[config.mk]
export PLATFORM = sky130hd
export DESIGN_NAME = universal_shift_reg
export DESIGN_NICKNAME = d
export VERILOG_FILES = /design/src/rtl/universal_shift_reg.sv
export SDC_FILE = /design/constraint.sdc
export NUM_CORES = 1
export LEC_CHECK = 0
export BUFFER_PORTS_ARGS = -buffer_cell sky130_fd_sc_hd__buf_2
export CELL_PAD_IN_SITES_DETAIL_PLACEMENT = 0
export CELL_PAD_IN_SITES_GLOBAL_PLACEMENT = 1
export CORE_UTILIZATION = 40
export CTS_CLUSTER_SIZE = 14
export DETAILED_ROUTE_END_ITERATION = 10
export PLACE_DENSITY = 0.94
export RECOVER_POWER = 100
export SLEW_MARGIN = 20
export SYNTH_ARGS = -nofsm -noshare
export SYNTH_HDL_FRONTEND = slang
export SYNTH_SLANG_ARGS = --single-unit
export TNS_END_PERCENT = 20
[constraint.sdc]
create_clock -name clk -period 1.89 [get_ports clk]
set_input_delay 0 -clock clk [delete_from_list [all_inputs] [get_ports clk]]
set_output_delay 0 -clock clk [all_outputs]
set_load 0.02 [all_outputs]
[src/rtl/universal_shift_reg.sv]
// WIDTH-bit universal shift register with a multi-cycle burst-rotate sequencer.
// Optional feature: define SHREG_PARITY_EN to register even parity of q.
module universal_shift_reg #(
    parameter int unsigned             WIDTH     = 8,
    parameter logic [WIDTH-1:0]        RESET_VAL = '0,
    parameter int unsigned             CNT_W     = $clog2(WIDTH + 1)
) (
    input  logic             clk,
    input  logic             reset,
    input  logic             en,
    input  logic [2:0]       cntrl,
    input  logic [WIDTH-1:0] d,
    input  logic             sin,
    input  logic [CNT_W-1:0] amt,
    output logic [WIDTH-1:0] q,
    output logic             sout_r,
    output logic             sout_l,
    output logic             busy,
    output logic             done,
    output logic             parity
);

    typedef enum logic [0:0] {StIdle, StBusy} state_e;

    localparam logic [2:0] ModeHold  = 3'b000;
    localparam logic [2:0] ModeShr   = 3'b001;
    localparam logic [2:0] ModeShl   = 3'b010;
    localparam logic [2:0] ModeLoad  = 3'b011;
    localparam logic [2:0] ModeRor   = 3'b100;
    localparam logic [2:0] ModeRol   = 3'b101;
    localparam logic [2:0] ModeAsr   = 3'b110;
    localparam logic [2:0] ModeBurst = 3'b111;

    state_e             state_q, state_d;
    logic [WIDTH-1:0]   q_q, q_d;
    logic [CNT_W-1:0]   cnt_q, cnt_d;
    logic               done_q, done_d;
    logic [WIDTH-1:0]   ror_q;

    assign ror_q = {q_q[0], q_q[WIDTH-1:1]};

    always_comb begin
        state_d = state_q;
        q_d     = q_q;
        cnt_d   = cnt_q;
        done_d  = done_q;
        if (en) begin
            done_d = 1'b0;
            unique case (state_q)
                StIdle: begin
                    unique case (cntrl)
                        ModeHold:  q_d = q_q;
                        ModeShr:   q_d = {sin, q_q[WIDTH-1:1]};
                        ModeShl:   q_d = {q_q[WIDTH-2:0], sin};
                        ModeLoad:  q_d = d;
                        ModeRor:   q_d = ror_q;
                        ModeRol:   q_d = {q_q[WIDTH-2:0], q_q[WIDTH-1]};
                        ModeAsr:   q_d = {q_q[WIDTH-1], q_q[WIDTH-1:1]};
                        ModeBurst: begin
                            cnt_d = amt;
                            if (amt == '0) begin
                                done_d = 1'b1;
                            end else begin
                                state_d = StBusy;
                            end
                        end
                        default:   q_d = q_q;
                    endcase
                end
                StBusy: begin
                    q_d   = ror_q;
                    cnt_d = cnt_q - CNT_W'(1);
                    if (cnt_q == CNT_W'(1)) begin
                        state_d = StIdle;
                        done_d  = 1'b1;
                    end
                end
                default: state_d = StIdle;
            endcase
        end
    end

    always_ff @(posedge clk or negedge reset) begin
        if (!reset) begin
            state_q <= StIdle;
            q_q     <= RESET_VAL;
            cnt_q   <= '0;
            done_q  <= 1'b0;
        end else begin
            state_q <= state_d;
            q_q     <= q_d;
            cnt_q   <= cnt_d;
            done_q  <= done_d;
        end
    end

    assign q      = q_q;
    assign sout_r = q_q[0];
    assign sout_l = q_q[WIDTH-1];
    assign busy   = (state_q == StBusy);
    // done_q survives an en=0 stretch; the pulse is only visible in an enabled cycle.
    assign done   = done_q & en;

`ifdef SHREG_PARITY_EN
    logic parity_q, parity_d;

    always_comb begin
        parity_d = parity_q;
        if (en) begin
            parity_d = ^q_d;
        end
    end

    always_ff @(posedge clk or negedge reset) begin
        if (!reset) begin
            parity_q <= ^RESET_VAL;
        end else begin
            parity_q <= parity_d;
        end
    end

    assign parity = parity_q;
`else
    assign parity = 1'b0;
`endif

endmodule
==> results.sh, run 1 <==
export IMPL_cts_htree_levels=1
export IMPL_drt_pass1_iterations=4
export IMPL_layout_nets=176
export IMPL_dpl_cell_area_sq_mm=0.001229
export IMPL_max_freq_mhz=652.0
export IMPL_worst_pin_slew_ns=0.7766
export IMPL_clock_skew_ns=0.006795
export IMPL_dieHeight_microns=54.79
export IMPL_ys_seq_elements=14
export IMPL_switching_share_pct=44.89
export IMPL_vias=1113
export IMPL_setup_viol=0
export IMPL_synth_cell_area_sq_mm=0.001115
export IMPL_cp_arrival_ns=1.71
export IMPL_path_class="in2reg"
export IMPL_wire_per_inst_microns=14.98
export IMPL_min_period_ns=1.534
export IMPL_drive_gt1_share_pct=16.88
export IMPL_peakVddDrop_uv=577.2
export IMPL_maxCapViolations=0
export IMPL_finalWirelength_mm=2.757
export IMPL_fin_util_pct=49.56
export IMPL_endpoint_kind="flop"
export IMPL_root_buffer="clkbuf_4"
export IMPL_syn_num_nets=151
export IMPL_synth_async_reset_ratio_pct=100.0
export IMPL_slew_viol_final=0
export IMPL_whs_ns=0.03198
export IMPL_die_w_microns=54.79
export IMPL_clock_sinks=14
export IMPL_ys_flop_type="dfrtp_1"
export IMPL_cts_resized=0
export IMPL_synthCells=130
export IMPL_finalCritPeriodShare_pct=81.15
export IMPL_initial_core_util_pct=43.81
export IMPL_cts_tree="yes"
export IMPL_grt_pass1_vias=985
export IMPL_io_pin_count=32
export IMPL_yosysTopAreaCellShare_pct=31.43
export IMPL_outcome="complete, no violations"
export IMPL_ant_nets=0
export IMPL_dp_cells=178
export IMPL_synth_edf_count=0
export IMPL_areaGrowthSynthToFinish_pct=13.13
export IMPL_hold_viol_final=0
export IMPL_grt_max_degree=28
export IMPL_rows=18
export IMPL_start_kind="primary input"
export IMPL_path_clk_slew_ns=0.08
export IMPL_syn_area_per_cell_sq_um=8.576
export IMPL_hpwl_mm=1.988
export IMPL_synth_warning_count=0
export IMPL_drtIter0Drc=14
export IMPL_stdcell_area_sq_mm=0.001261
export IMPL_cp_required_ns=2.06
export IMPL_worstSkewPairLatency_ns=0.29
export IMPL_n_fill_cell=262
export IMPL_pwr_share_clk_pct=16.8
export IMPL_dieArea_sq_mm=0.003002
export IMPL_switching_power_uw=597.7
export IMPL_cts_hold_buf=2
export IMPL_finalSetupTns_ns=0
export IMPL_seqPwrFrac_pct=40.8
export IMPL_leakage_uw=0.0005249
export IMPL_seq_area_frac_synth_pct=31.43
export IMPL_synth_area_leaders="dfrtp_1 (31%), nand4b_1 (7.9%), nand4bb_1 (5.1%), a21oi_1 (4.5%), o21ai_0 (4.0%)"
export IMPL_grt_antenna_before_repair=0
export IMPL_cts_setup_buffers=0
export IMPL_cp_max_fo=15
export IMPL_internal_power_uw=733.7
export IMPL_drt_vias_per_instance=6.049
export IMPL_numCtsBuffers=3
export IMPL_drc=0
export IMPL_rsz0062_at_grt="false"
export IMPL_combPwrFrac_pct=42.4
export IMPL_io_buffers=30
export IMPL_synth_top_cell_by_area="dfrtp_1"
export IMPL_powerDensity_mw_per_mm2=1056
export IMPL_grt_usage_pct=20.42
export IMPL_maxSlewHeadroom_pct=48.23
export IMPL_coreArea_sq_mm=0.002545
export IMPL_antenna_cells=0
export IMPL_hp_class="in2reg"
export IMPL_cts_buffer_depth=2
export IMPL_ys_types=43
export IMPL_grt_overflow=0
export IMPL_grt_first_pass_wirelength_mm=4.340
export IMPL_reg2reg_slack_ns=0.38
export IMPL_place_congestion=0.8873
export IMPL_fin_cells=184
==> cells by family after synthesis <==
| kind of cell | synth area share (%) |
|---|---|
| and+or+nand+nor | 30.98 |
| AOI/OAI and AO/OA | 25.37 |
| buffers and inverters | 9.652 |
| DFF | 31.43 |
| adders and majority gates | 2.244 |
| other | 0.3364 |
==> layout make-up <==
cell class	instances	area, sq um	share of cell area (%)
clock buffers	4	36.28	2.877
inverters	7	26.28	2.083
multi-input cells	96	648.1	51.39
flip-flops and latches	14	350.3	27.78
well taps	30	37.54	2.976
repair buffers	33	162.7	12.90
==> layer usage <==
metal  vias up  GRT usage (%)  part of all wire, %
li1        539              -                    -
met1       528          24.62                   46
met2        41          34.34                   46
met3         5          3.333                  6.3
met4         0          10.68                  2.1
met5         -              0                    0
==> synthesized netlist by cell type (2+ instances only) <==
library cell,n
a31oi_1,5
clkbuf_1,3
o21ai_1,5
buf_4,3
nor3_1,4
nand3_1,3
dfrtp_1,14
o2bb2ai_1,2
ha_1,2
o21ai_0,9
nand2_1,9
buf_2,5
nor2_1,4
a21oi_1,10
buf_6,2
inv_1,7
nand4bb_1,5
nand4b_1,10
and4b_1,2
a221oi_1,3
==> power groups by stage <==
stage,Clock [uW],Sequential (uW),Combinational (uW)
finish,224,543,565
global route,236,560,646
CTS,226,539,593
detailed placement,0,546,588
global placement,0,537,573
floorplan,0,586,360
==> metrics by stage <==
stage	total power, uW	worst slack, ns
2_1_floorplan	945.5	0.4418
3_3_place_gp	1110	0.5113
3_5_place_dp	1133	0.4517
4_1_cts	1358	0.4679
5_1_grt	1443	0.2576
6_report	1331	0.3563
==> cell usage in the layout, fill, tap and decap left out, types with 2 or more instances in the layout <==
cell           Yosys  layout
nor3_1             4       4
clkbuf_1           3      12
dlygate4sd3_1      0       2
dfrtp_1           14      14
clkbuf_4           0       3
nand3_1            3       3
a221oi_1           3       3
o21ai_0            9      12
nor2_1             4       4
o2bb2ai_1          2       2
and4b_1            2       2
nand2_1            9       9
inv_1              7       7
nand4b_1          10      10
a21oi_1           10      10
nand4bb_1          5       5
buf_2              5      18
ha_1               2       2
o21ai_1            5       2
a31oi_1            5       5
==> worst max-delay path, cell delays in order <==
cell and delay, ns:
dlygate4sd3_1 0.52, clkbuf_1 0.23, inv_1 0.14, a211o_1 0.41
a221o_1 0.40
==> worst paths after layout <==
kind                       depth (start not counted)        to   start
setup / recovery                                   5      q[1]      en
hold / removal                                     3  cnt_q[0]  amt[0]
setup reg to reg                                   4      q[1]    busy
hold reg to reg                                    1    done_q  done_q
max in group asynchronous                          2      q[5]   reset
min in group asynchronous                          2    done_q   reset
==> flip-flops by register name (all words and copies together) (netlist names) <==
register and cells:
cnt_q 4, done_q 1, busy 1, q 8
Power figures use the tool's default switching activity.
==> inputs of run 2 (changes only) <==
--- a/config.mk
+++ b/config.mk
@@ -5,13 +5,14 @@
 export SDC_FILE = /design/constraint.sdc
 export NUM_CORES = 1
 export LEC_CHECK = 0
+export ABC_AREA = 1
 export BUFFER_PORTS_ARGS = -buffer_cell sky130_fd_sc_hd__buf_2
 export CELL_PAD_IN_SITES_DETAIL_PLACEMENT = 0
 export CELL_PAD_IN_SITES_GLOBAL_PLACEMENT = 1
-export CORE_UTILIZATION = 40
+export CORE_UTILIZATION = 35
 export CTS_CLUSTER_SIZE = 14
 export DETAILED_ROUTE_END_ITERATION = 10
-export PLACE_DENSITY = 0.94
+export PLACE_DENSITY = 0.89
 export RECOVER_POWER = 100
 export SLEW_MARGIN = 20
 export SYNTH_ARGS = -nofsm -noshare
==> constraint.sdc (replaced) <==
create_clock -name clk -period 1.6 [get_ports clk]
set_input_delay 0 -clock clk [delete_from_list [all_inputs] [get_ports clk]]
set_output_delay 0 -clock clk [all_outputs]
set_load 0.02 [all_outputs]
==> results.sh, run 2 <==
export IMPL_yosysTopAreaCellShare_pct=32.30
export IMPL_leakage_uw=0.0007020
export IMPL_endpoint_kind="flop"
export IMPL_synth_most_common_cell="nand2_1"
export IMPL_cp_max_fo=11
export IMPL_slowest_delay_ns=0.40
export IMPL_hp_class="in2reg"
export IMPL_clock_skew_ns=0.0003461
export IMPL_finalSetupTns_ns=0
export IMPL_worst_pin_slew_ns=0.7970
export IMPL_ant_nets=0
export IMPL_finalWirelength_mm=2.502
export IMPL_synth_edf_count=0
export IMPL_cp_arrival_ns=1.51
export IMPL_max_freq_mhz=749.6
export IMPL_numCtsBuffers=3
export IMPL_largest_reg_flops=8
export IMPL_min_path_cells=3
export IMPL_io_pin_count=32
export IMPL_cts_tree="yes"
export IMPL_seq_area_frac_synth_pct=32.30
export IMPL_stdcell_area_sq_mm=0.001252
export IMPL_grt_pass1_vias=994
export IMPL_cts_htree_levels=1
export IMPL_die_w_microns=57.67
export IMPL_grt_usage_pct=16.81
export IMPL_start_kind="flop"
export IMPL_vias=1089
export IMPL_wire_per_inst_microns=11.22
export IMPL_initial_core_util_pct=38.03
export IMPL_hold_path_end="cnt_q[3]"
export IMPL_power_uw=1539
export IMPL_grt_max_degree=15
export IMPL_antenna_cells=0
export IMPL_io_buffers=30
export IMPL_synthCells=162
export IMPL_coreArea_sq_mm=0.002853
export IMPL_reg2reg_depth=6
export IMPL_clock_sinks=14
export IMPL_drtIter0Drc=53
export IMPL_whs_ns=0.03911
export IMPL_grt_antenna_before_repair=0
export IMPL_ys_flop_type="dfrtp_1"
export IMPL_path_clk_slew_ns=0.09
export IMPL_slew_viol_final=0
export IMPL_drc=3
export IMPL_layout_nets=214
export IMPL_violations="design-rule violations"
export IMPL_dieHeight_microns=57.67
export IMPL_min_period_ns=1.334
export IMPL_crit_chain="inv_2, nand2_1, o21ai_4, nand2_4, nand2_1, nand2_1"
export IMPL_root_buffer="clkbuf_4"
export IMPL_reg2reg_from="busy"
export IMPL_dieArea_sq_mm=0.003326
export IMPL_ys_types=24
export IMPL_synth_async_reset_ratio_pct=100.0
export IMPL_maxSlewHeadroom_pct=46.87
export IMPL_cpMostUsedCell="nand2_1"
export IMPL_grt_overflow=0
export IMPL_synth_area_leaders="dfrtp_1 (32%), nand2_1 (27%), nand3_1 (7.4%), inv_1 (3.1%), buf_6 (3.1%)"
export IMPL_synth_commonest_cells="nand2_1 (77), nand3_1 (16), dfrtp_1 (14)"
export IMPL_synth_top_cell_by_area="dfrtp_1"
export IMPL_drt_vias_per_instance=4.883
export IMPL_peakVddDrop_uv=629.9
export IMPL_cp_required_ns=1.77
export IMPL_drt_pass1_iterations=7
export IMPL_syn_area_per_cell_sq_um=6.696
export IMPL_final_common_cell="nand2_1"
export IMPL_rows=19
export IMPL_final_cell_mix="nand2_1 (77), buf_2 (18), nand3_1 (16), dfrtp_1 (14), clkbuf_1 (13)"
export IMPL_n_fill_cell=312
export IMPL_slowest_stage="dfrtp_1"
export IMPL_drive_gt1_share_pct=18.23
export IMPL_reg2reg_slack_ns=0.27
export IMPL_cts_buffer_depth=2
export IMPL_powerDensity_mw_per_mm2=1229
export IMPL_setup_viol=0
export IMPL_synth_cell_area_sq_mm=0.001085
export IMPL_cts_resized=0
export IMPL_finalCritPeriodShare_pct=83.38
export IMPL_rsz0062_at_grt="false"
export IMPL_outcome="finished with violations"
export IMPL_place_congestion=0.7915
export IMPL_min_delay_start="amt[3]"
export IMPL_rr_endpoint="q[5]"
export IMPL_cts_setup_buffers=0
export IMPL_grt_first_pass_wirelength_mm=4.402
export IMPL_areaGrowthSynthToFinish_pct=15.46
export IMPL_path_class="reg2reg"
export IMPL_hpwl_mm=1.977
export IMPL_dpl_cell_area_sq_mm=0.001225
export IMPL_worstSkewPairLatency_ns=0.27
export IMPL_fin_util_pct=43.90
export IMPL_syn_num_nets=183
export IMPL_maxCapViolations=0
export IMPL_hold_viol_final=0
export IMPL_ys_seq_elements=14
export IMPL_synth_warning_count=0
## run 2: cells by family after synthesis
family | after synthesis | share of synthesized area [%]
adder cells (fa/ha/maj) | 2 | 2.306
AO/OA/AOI/OAI | 16 | 8.881
AND/OR/NAND/NOR | 111 | 46.37
other | 1 | 0.3457
buffers and inverters | 18 | 9.804
flip-flops | 14 | 32.30
## run 2: layout make-up
| cell class | count | area [sq um] | area share (%) |
|---|---|---|---|
| multi-input cells | 130 | 628.1 | 50.15 |
| repair buffers | 32 | 148.9 | 11.89 |
| well taps | 31 | 38.79 | 3.097 |
| flip-flops and latches | 14 | 350.3 | 27.97 |
| inverters | 12 | 50.05 | 3.996 |
| clock buffers | 4 | 36.28 | 2.897 |
## run 2: worst max path at each step
stage | from | endpoint | slack (ns)
2_1_floorplan | busy | q[0] | 0.31
3_3_place_gp | busy | q[0] | 0.34
3_5_place_dp | busy | q[2] | 0.28
4_1_cts | busy | q[2] | 0.26
5_1_grt | busy | q[5] | 0.15
6_report | busy | q[5] | 0.27
## run 2: power by group
part	total [uW]	switching, uW	internal (uW)	leakage [uW]
clock	254	115	138	0.0000210
combinational	690	469	221	0.000500
sequential	595	119	476	0.000181
## run 2: critical path: cells and delay by family, from the launching register on
family | cells | cell delay, ns
DFF | 1 | 0.40
buffers and inverters | 1 | 0.16
and+or+nand+nor | 4 | 0.37
AOI/OAI and AO/OA | 1 | 0.30
## run 2: per-layer routing
metal / vias up / routed length [microns] / global-route usage, %
met5: - / 0 / 0
met4: 0 / 14 / 5.102
met3: 2 / 117 / 2.232
met2: 24 / 1152 / 27.57
met1: 491 / 1219 / 23.26
li1: 572 / - / -
## run 2: metrics by stage
| stage | worst slack (ns) | instances |
|---|---|---|
| floorplan | 0.3079 | 162 |
| global placement | 0.3373 | 218 |
| detailed placement | 0.2759 | 218 |
| CTS | 0.2626 | 223 |
| global route | 0.1466 | 223 |
| finish | 0.2659 | 223 |
## run 2: timing repair
item	CTS	global route
hold endpoints to repair	14	0
hold buffers	1	0
endpoints found under the setup margin	0	0
